===== config.mk =====
export PLATFORM = sky130hd
export DESIGN_NAME = load_store_unit
export DESIGN_NICKNAME = d
export VERILOG_FILES = /design/src/rtl/load_store_unit.sv
export SDC_FILE = /design/constraint.sdc
export NUM_CORES = 1
export LEC_CHECK = 0
export ABC_AREA = 0
export BUFFER_PORTS_ARGS = -buffer_cell sky130_fd_sc_hd__buf_2
export CORE_MARGIN = 4
export CORE_UTILIZATION = 33
export DETAILED_ROUTE_END_ITERATION = 12
export GPL_ROUTABILITY_DRIVEN = 0
export PLACE_DENSITY = 0.62
export SETUP_SLACK_MARGIN = 0.05
export SKIP_LAST_GASP = 1
export SYNTH_ARGS = -nofsm -noshare
export SYNTH_HDL_FRONTEND = slang
export SYNTH_SLANG_ARGS = --single-unit

===== constraint.sdc =====
create_clock -name clock -period 2.3 [get_ports clock]
set_clock_uncertainty 0.15 [all_clocks]
set_input_delay 0.115 -clock clock [delete_from_list [all_inputs] [get_ports clock]]
set_output_delay 0.115 -clock clock [all_outputs]
set_load 0.03 [all_outputs]

===== src/rtl/load_store_unit.sv =====
// rtl/load_store_unit.sv - RV32I load/store unit: sub-word extract/merge, req/ready RAM port, timeout
module load_store_unit #(
  parameter int TIMEOUT_CYCLES = 255
) (
  input  logic        clock,
  input  logic        reset,
  input  logic        start,
  input  logic        isStore,
  input  logic [2:0]  funct3,
  input  logic [31:0] address,
  input  logic [31:0] storeData,
  output logic [29:0] ramAddress,
  output logic        ramReadReq,
  output logic        ramWriteReq,
  output logic [31:0] ramWriteData,
  input  logic [31:0] ramReadData,
  input  logic        ramReady,
  output logic [31:0] memoryOutput,
  output logic        busy,
  output logic        done,
  output logic        misaligned,
  output logic        accessFault
);
  typedef enum logic [1:0] {IDLE, READ, WRITE, DONE} lsuState;
  localparam logic [31:0] TIMEOUT_LIMIT = TIMEOUT_CYCLES;

  lsuState     state, stateNext;
  logic        reqIsStore;
  logic [2:0]  reqFunct3;
  logic [31:0] reqAddress;
  logic [15:0] reqStoreData;
  logic [31:0] timeoutCount;
  logic        startIllegal, startMisaligned, timeoutHit;
  logic [7:0]  byteSel;
  logic [15:0] halfSel;
  logic [31:0] loadFormatted, mergedWord;

  assign ramAddress  = reqAddress[31:2];
  assign ramReadReq  = (state == READ);
  assign ramWriteReq = (state == WRITE);
  assign busy        = (state != IDLE);
  assign done        = (state == DONE);

  // A ready in the limit cycle still completes normally.
  assign timeoutHit = (TIMEOUT_LIMIT != 32'd0) && !ramReady &&
                      (timeoutCount == TIMEOUT_LIMIT - 32'd1);

  always_comb begin
    startIllegal = (funct3 == 3'b011) || (funct3 == 3'b110) || (funct3 == 3'b111) ||
                   (isStore && funct3[2]);
    startMisaligned = 1'b0;
    case (funct3[1:0])
      2'b01:   startMisaligned = address[0];
      2'b10:   startMisaligned = (address[1:0] != 2'b00);
      default: startMisaligned = 1'b0;
    endcase
  end

  always_comb begin
    case (reqAddress[1:0])
      2'b00:   byteSel = ramReadData[7:0];
      2'b01:   byteSel = ramReadData[15:8];
      2'b10:   byteSel = ramReadData[23:16];
      default: byteSel = ramReadData[31:24];
    endcase
    halfSel = reqAddress[1] ? ramReadData[31:16] : ramReadData[15:0];
    case (reqFunct3)
      3'b000:  loadFormatted = {{24{byteSel[7]}}, byteSel};
      3'b001:  loadFormatted = {{16{halfSel[15]}}, halfSel};
      3'b100:  loadFormatted = {24'd0, byteSel};
      3'b101:  loadFormatted = {16'd0, halfSel};
      default: loadFormatted = ramReadData;
    endcase
    mergedWord = ramReadData;
    if (reqFunct3[1:0] == 2'b00) begin
      case (reqAddress[1:0])
        2'b00:   mergedWord[7:0]   = reqStoreData[7:0];
        2'b01:   mergedWord[15:8]  = reqStoreData[7:0];
        2'b10:   mergedWord[23:16] = reqStoreData[7:0];
        default: mergedWord[31:24] = reqStoreData[7:0];
      endcase
    end else if (reqAddress[1]) begin
      mergedWord[31:16] = reqStoreData;
    end else begin
      mergedWord[15:0] = reqStoreData;
    end
  end

  always_comb begin
    stateNext = state;
    case (state)
      IDLE: begin
        if (start) begin
          if (startIllegal || startMisaligned)        stateNext = DONE;
          else if (isStore && funct3 == 3'b010)       stateNext = WRITE;
          else                                        stateNext = READ;
        end
      end
      READ: begin
        if (ramReady)        stateNext = reqIsStore ? WRITE : DONE;
        else if (timeoutHit) stateNext = DONE;
      end
      WRITE: begin
        if (ramReady || timeoutHit) stateNext = DONE;
      end
      default: stateNext = IDLE;
    endcase
  end

  always_ff @(posedge clock) begin
    if (!reset) state <= IDLE;
    else        state <= stateNext;
  end

  always_ff @(posedge clock) begin
    if (!reset) begin
      reqIsStore   <= 1'b0;
      reqFunct3    <= 3'd0;
      reqAddress   <= 32'd0;
      reqStoreData <= 16'd0;
      timeoutCount <= 32'd0;
      memoryOutput <= 32'd0;
      ramWriteData <= 32'd0;
      misaligned   <= 1'b0;
      accessFault  <= 1'b0;
    end else begin
      case (state)
        IDLE: begin
          if (start) begin
            reqIsStore   <= isStore;
            reqFunct3    <= funct3;
            reqAddress   <= address;
            reqStoreData <= storeData[15:0];
            timeoutCount <= 32'd0;
            accessFault  <= startIllegal;
            misaligned   <= startMisaligned && !startIllegal;
            if (isStore && funct3 == 3'b010) ramWriteData <= storeData;
          end
        end
        READ: begin
          if (ramReady) begin
            timeoutCount <= 32'd0;
            if (reqIsStore) ramWriteData <= mergedWord;
            else            memoryOutput <= loadFormatted;
          end else if (timeoutHit) begin
            accessFault <= 1'b1;
          end else begin
            timeoutCount <= timeoutCount + 32'd1;
          end
        end
        WRITE: begin
          if (!ramReady) begin
            if (timeoutHit) accessFault  <= 1'b1;
            else            timeoutCount <= timeoutCount + 32'd1;
          end
        end
        default: begin
          misaligned  <= 1'b0;
          accessFault <= 1'b0;
        end
      endcase
    end
  end
endmodule


; ---- Word-level counts from Yosys, hierarchy flattened
; Cells that the tools add are included.
; Widths: inputs -> output; s select.
[totals]
ff_bits = 152
inputBits = 104
output_inout_bits = 100
word_cells = 100
[op_classes]
n_addsub = 1
eq_ne = 24
n_mux = 35
bitwise_logic = 2
n_reduce_logical = 28
[op_table]
columns = op, count
row1 = $mux 32, 9
row2 = $pmux 32 s4, 1
row3 = $pmux 32 s3, 1
row4 = $pmux 32 s2, 1
row5 = $mux 16, 3
row6 = $add 32x1->32 const B, 1
row7 = $eq 32x8->1 const B, 1
row8 = $mux 8, 4
row9 = $pmux 8 s3, 1
row10 = $eq 3x3->1 const B, 4
row11 = $mux 2, 6
row12 = $reduce_and 3->1, 4
row13 = $eq 2x2->1 const B, 4
row14 = $ne 2x1->1 const B, 4
row15 = $ne 2x2->1 const B, 4
row16 = $eq 2x1->1 const B, 3
row17 = $eq 3x2->1 const B, 2
row18 = $logic_not 2->1, 3
row19 = $pmux 1 s2, 3
row20 = $pmux 2 s3, 1
row21 = $reduce_bool 2->1, 3
row22 = $logic_or 1x1->1, 5
row23 = $mux 1, 5
row24 = $reduce_and 5->1, 1
row25 = other kinds (10), 16

; ---- Depth between registers and ports, before layout
[depth]
depth_word = 8
depth_mapped = 9
ltp_nobuf = 7

; ---- Worst setup path after synthesis
; Ideal clock, no wire load.
[synth_path]
kind = reg-to-reg
start = reg state[1]
end = reg memoryOutput[21]
setup_time_ps = 132
arrival_ps = 2199
required_ps = 2018
path_slack_ps = -181
path_stages_with_launch = 10
n_path_buf = 3
synth_period_minus_slack_ps = 2481
cell_sequence = dfxtp_1 -> inv_1 -> ha_1 -> clkbuf_1 -> nand2_1 -> or2_2 -> clkbuf_1 -> nor2_1 -> clkbuf_1 -> a21oi_1
[synth_between]
elab_chain_cells = 2
[synth_rtl]
columns = element, line
row1 = "start, declared", 27  ; lsuState state, stateNext;
row2 = "start signal, assigned", 112  ; else state <= stateNext;
row3 = $eq 2x1->1, --
row4 = via ramReadReq, 13  ; output logic ramReadReq,
row5 = $reduce_and 3->1 (no line), --
row6 = "end signal, assigned", 144  ; else memoryOutput <= loadFormatted;
row7 = "end, declared", 18  ; output logic [31:0] memoryOutput,
; The timed path passes the listed nets, and every way through them passes these cells.
; A chain may end at the register's enable or synchronous reset.

; ---- Worst setup path in the final report
[layout_path]
start = in funct3[0]
end = reg ramWriteData[4]
[layout_between]
elab_chain_cells = 4
[layout_rtl]
columns = element, line
row1 = "start, declared", 9  ; input logic [2:0] funct3,
row2 = $eq 3x2->1, 137  ; if (isStore && funct3 == 3'b010) ramWriteData <= storeData;
row3 = $logic_and 1x1->1, 137
row4 = $ne 2x2->1 (no line), --
row5 = $reduce_and 5->1 (no line), --
row6 = "end signal, assigned", 137
row7 = "end signal, assigned", 143  ; if (reqIsStore) ramWriteData <= mergedWord;
row8 = "end, declared", 15  ; output logic [31:0] ramWriteData,
; No other way between the ends.

==> results.yml <==
outcome:
  status: "complete, no violations"
synthesis:
  synth.distinct_cells: 61
  ys_ff_latch: 152
  async_flop_share_pct: 0
  ys.flop_type: "dfxtp_1"
  syn-cell-area_um2: 7510
  avgSynthCellArea_um2: 8.07
  synth_nets: 1044
  yosysSeqAreaShare_pct: 40.5
  synth_cells: 931
  synth_edf_count: 0
  yosysWarnings: 0
timing:
  rsz0062_at_grt: "no"
  hold_viol_final: 0
  slew_headroom_pct: 65.1
  timing.hold.ws_ns: 0.0460
  setup_viol: 0
  fmax_ghz: 0.456
  worst_slack_ns: 0.105
  setup_tns_ns: 0
  finalCritPeriodShare_pct: 95.4
  fin_crit_ns: 2.19
  tightest_slew_ns: 0.519
  slew_viol_final: 0
drt:
  totalWireLength_mm: 26.2
  via_per_inst: 5.20
  drt_first_pass_iters: 7
  wire_per_inst_um: 17.2
  drt_iter0_markers: 521
  ant_nets: 0
  drc: 0
  routed-via-count: 7897
power_and_ir_drop:
  vdd_drop_max_mv: 0.660
  p_per_area_nw_per_um2: 1090
  internal_power_mw: 6.95
  p_seq_share_pct: 29.4
  switchingPower_mw: 4.86
  pwr-share-comb_pct: 44.4
  p_leak_nw: 4.50
  switching_share_pct: 41.2
  pwr-share-clk_pct: 26.2
global_route:
  grt_max_degree: 54
  grt_usage_pct: 20.4
  grt-ovfl-total: 0
  grt_pass1_vias: 7822
  grt_pass1_wl_mm: 42.3
  antenna_found_initial: 1
placed_design:
  dp_hpwl_mm: 17.9
  postPlaceCellArea_um2: 8910
  pre_cts_ws_ns: 0.0751
  io_buffers: 203
setup_path:
  setup.worst_path.end_class: "register"
  critical_path.endpoint: "ramWriteData[4]"
  cp.required_ns: 2.49
  critical-path-slowest-cell: "dlygate4sd3_1"
  path_buf_inv: 5
  max_stage_delay_ns: 0.55
  worstReg2RegEnd: "timeoutCount[6]"
  worstPathMaxFanout: 16
  r2r_slack_ns: 0.12
  critPathArrivalTime_ns: 2.38
  critical_path_class: "in -> reg"
  regToRegStartpoint: "state[0]"
  crit_path_cell_trace: "dlygate4sd3_1 -> buf_2 -> inv_1 -> ha_2 -> nand3b_1 -> a22o_4 -> a211oi_4 -> buf_6 -> nand2_2 -> buf_8 -> o32ai_1"
  crit_cells: 11
  startpoint: "funct3[0]"
  path_delay_family: "buffers and inverters"
  r2r_cells: 8
  startpoint_type: "input pin"
clock_network:
  cts-root-buf: "clkbuf_16"
  cts_max_path_buffers: 2
  clkTransAtPathRegs_ns: 0.06
  clk_latency_ns: 0.43
  tritoncts: "built"
  clock-sinks: 152
  cts_buffers: 17
  htree_levels: 4
cells_and_area:
  drive_gt1_share_pct: 28.2
  final_common_cell: "buf_2"
  layout_common_cells: "202 x buf_2, 180 x nand2_1, 149 x dfxtp_1"
  antenna_cells: 0
  final_area_um2: 10900
  syn_to_final_growth_pct: 44.5
  nNetsFinal: 1340
min_path:
  hold_path.class: "in -> reg"
floorplan:
  die_h_um: 159
  row_count: 54
  die-area_um2: 25200
  pin_count: 204
  die_w_um: 159
  coreArea_um2: 22100
  start_util_pct: 34.0
run:
  maxCapViolations: 0
[repair_timing]
action,in CTS,in global routing
setup buffers,0,4
endpoints found under the hold margin,115,0
gates resized for setup,0,31
setup endpoints to repair,0,57
hold buffers,115,0
[flip-flops by register name, summed over array words and instances, names as in the netlist]
| signal | flops |
|---|---|
| accessFault | 1 |
| memoryOutput | 32 |
| misaligned | 1 |
| ramWriteData | 32 |
| reqAddress | 32 |
| reqFunct3 | 3 |
| reqIsStore | 1 |
| reqStoreData | 16 |
| state | 2 |
| timeoutCount | 32 |
[metal layers]
layer | vias up | share of wire [%] | track usage, %
met4 | 2 | 2.2 | 6.07
met5 | - | 0.027 | 0
li1 | 3890 | - | -
met1 | 3696 | 43 | 25.8
met2 | 263 | 48 | 34.1
met3 | 46 | 5.8 | 5.78
[power by group through the flow]
stage                     Combinational [mW]  Clock, mW  Sequential (mW)
after detailed placement                4.77          0             3.51
after CTS                               4.98       3.15             3.46
after global routing                    5.70       3.25             3.54
after floorplan                         2.61          0             4.14
final                                   5.24       3.09             3.48
after global placement                  4.73          0             3.51
[cell type report]
class,count,area (um2)
clock buffers,19,443
clock inverters,13,190
fillers,2103,11200
inverters,15,56.3
multi-input cells,664,4070
flip-flops and latches,152,3050
well taps,280,350
repair buffers,377,2690
[per-stage QoR]
stage               power, mW  instances  utilization (%)
finish                   11.8       1520             49.1
floorplan                6.75        931                -
global route             12.5       1520             49.1
detailed placement       8.28       1369             40.3
global placement         8.24       1369             40.3
CTS                      11.6       1516             48.4
[cells in the mapped netlist (all sizes together), types with 11 or more instances]
cell | instances | area (um2)
a31oi | 11 | 68.8
o21ai | 52 | 260
buf | 33 | 240
and3 | 12 | 76.3
dfxtp | 152 | 3040
nand4 | 12 | 75.1
a21boi | 57 | 428
o32ai | 15 | 131
a211oi | 22 | 165
or3 | 11 | 68.8
nand3 | 16 | 92.6
nor2 | 42 | 158
clkbuf | 67 | 253
nand2 | 182 | 683
a21oi | 71 | 355
inv | 14 | 52.6
nor2b | 11 | 68.8
[worst reg2reg max path: stages, from the launching register on]
cell and delay (ns):
dfxtp_2 0.36, inv_2 0.06, ha_4 0.17, a21oi_4 0.16, nand4_1 0.15, buf_4 0.16
buf_4 0.13, or4_2 0.63, a21oi_1 0.15
[cell families (layout without fill, tap and decap cells)]
group | after synthesis | after routing | share of synthesized area (%)
adder cells (fa/ha/maj) | 9 | 9 | 1.50
XOR/XNOR | 8 | 8 | 0.933
flip-flops | 152 | 152 | 40.5
AO/OA/AOI/OAI | 285 | 285 | 25.3
AND/OR/NAND/NOR | 347 | 347 | 22.2
buffers and inverters | 115 | 424 | 7.31
multiplexers | 15 | 15 | 2.32
[how the worst min path moves through the flow]
| stage | end | slack [ns] | cells past startpoint | startpoint |
|---|---|---|---|---|
| floorplan | memoryOutput[31] | 0.11 | 2 | ramReadData[31] |
| finish | memoryOutput[7] | 0.05 | 5 | ramReadData[7] |
| detailed placement | reqAddress[25] | 0.22 | 3 | address[25] |
| CTS | misaligned | 0.01 | 4 | start |
| global route | memoryOutput[5] | 0.02 | 3 | ramReadData[5] |
| global placement | reqAddress[24] | 0.21 | 3 | address[24] |
(Power assumes the default switching activity.)
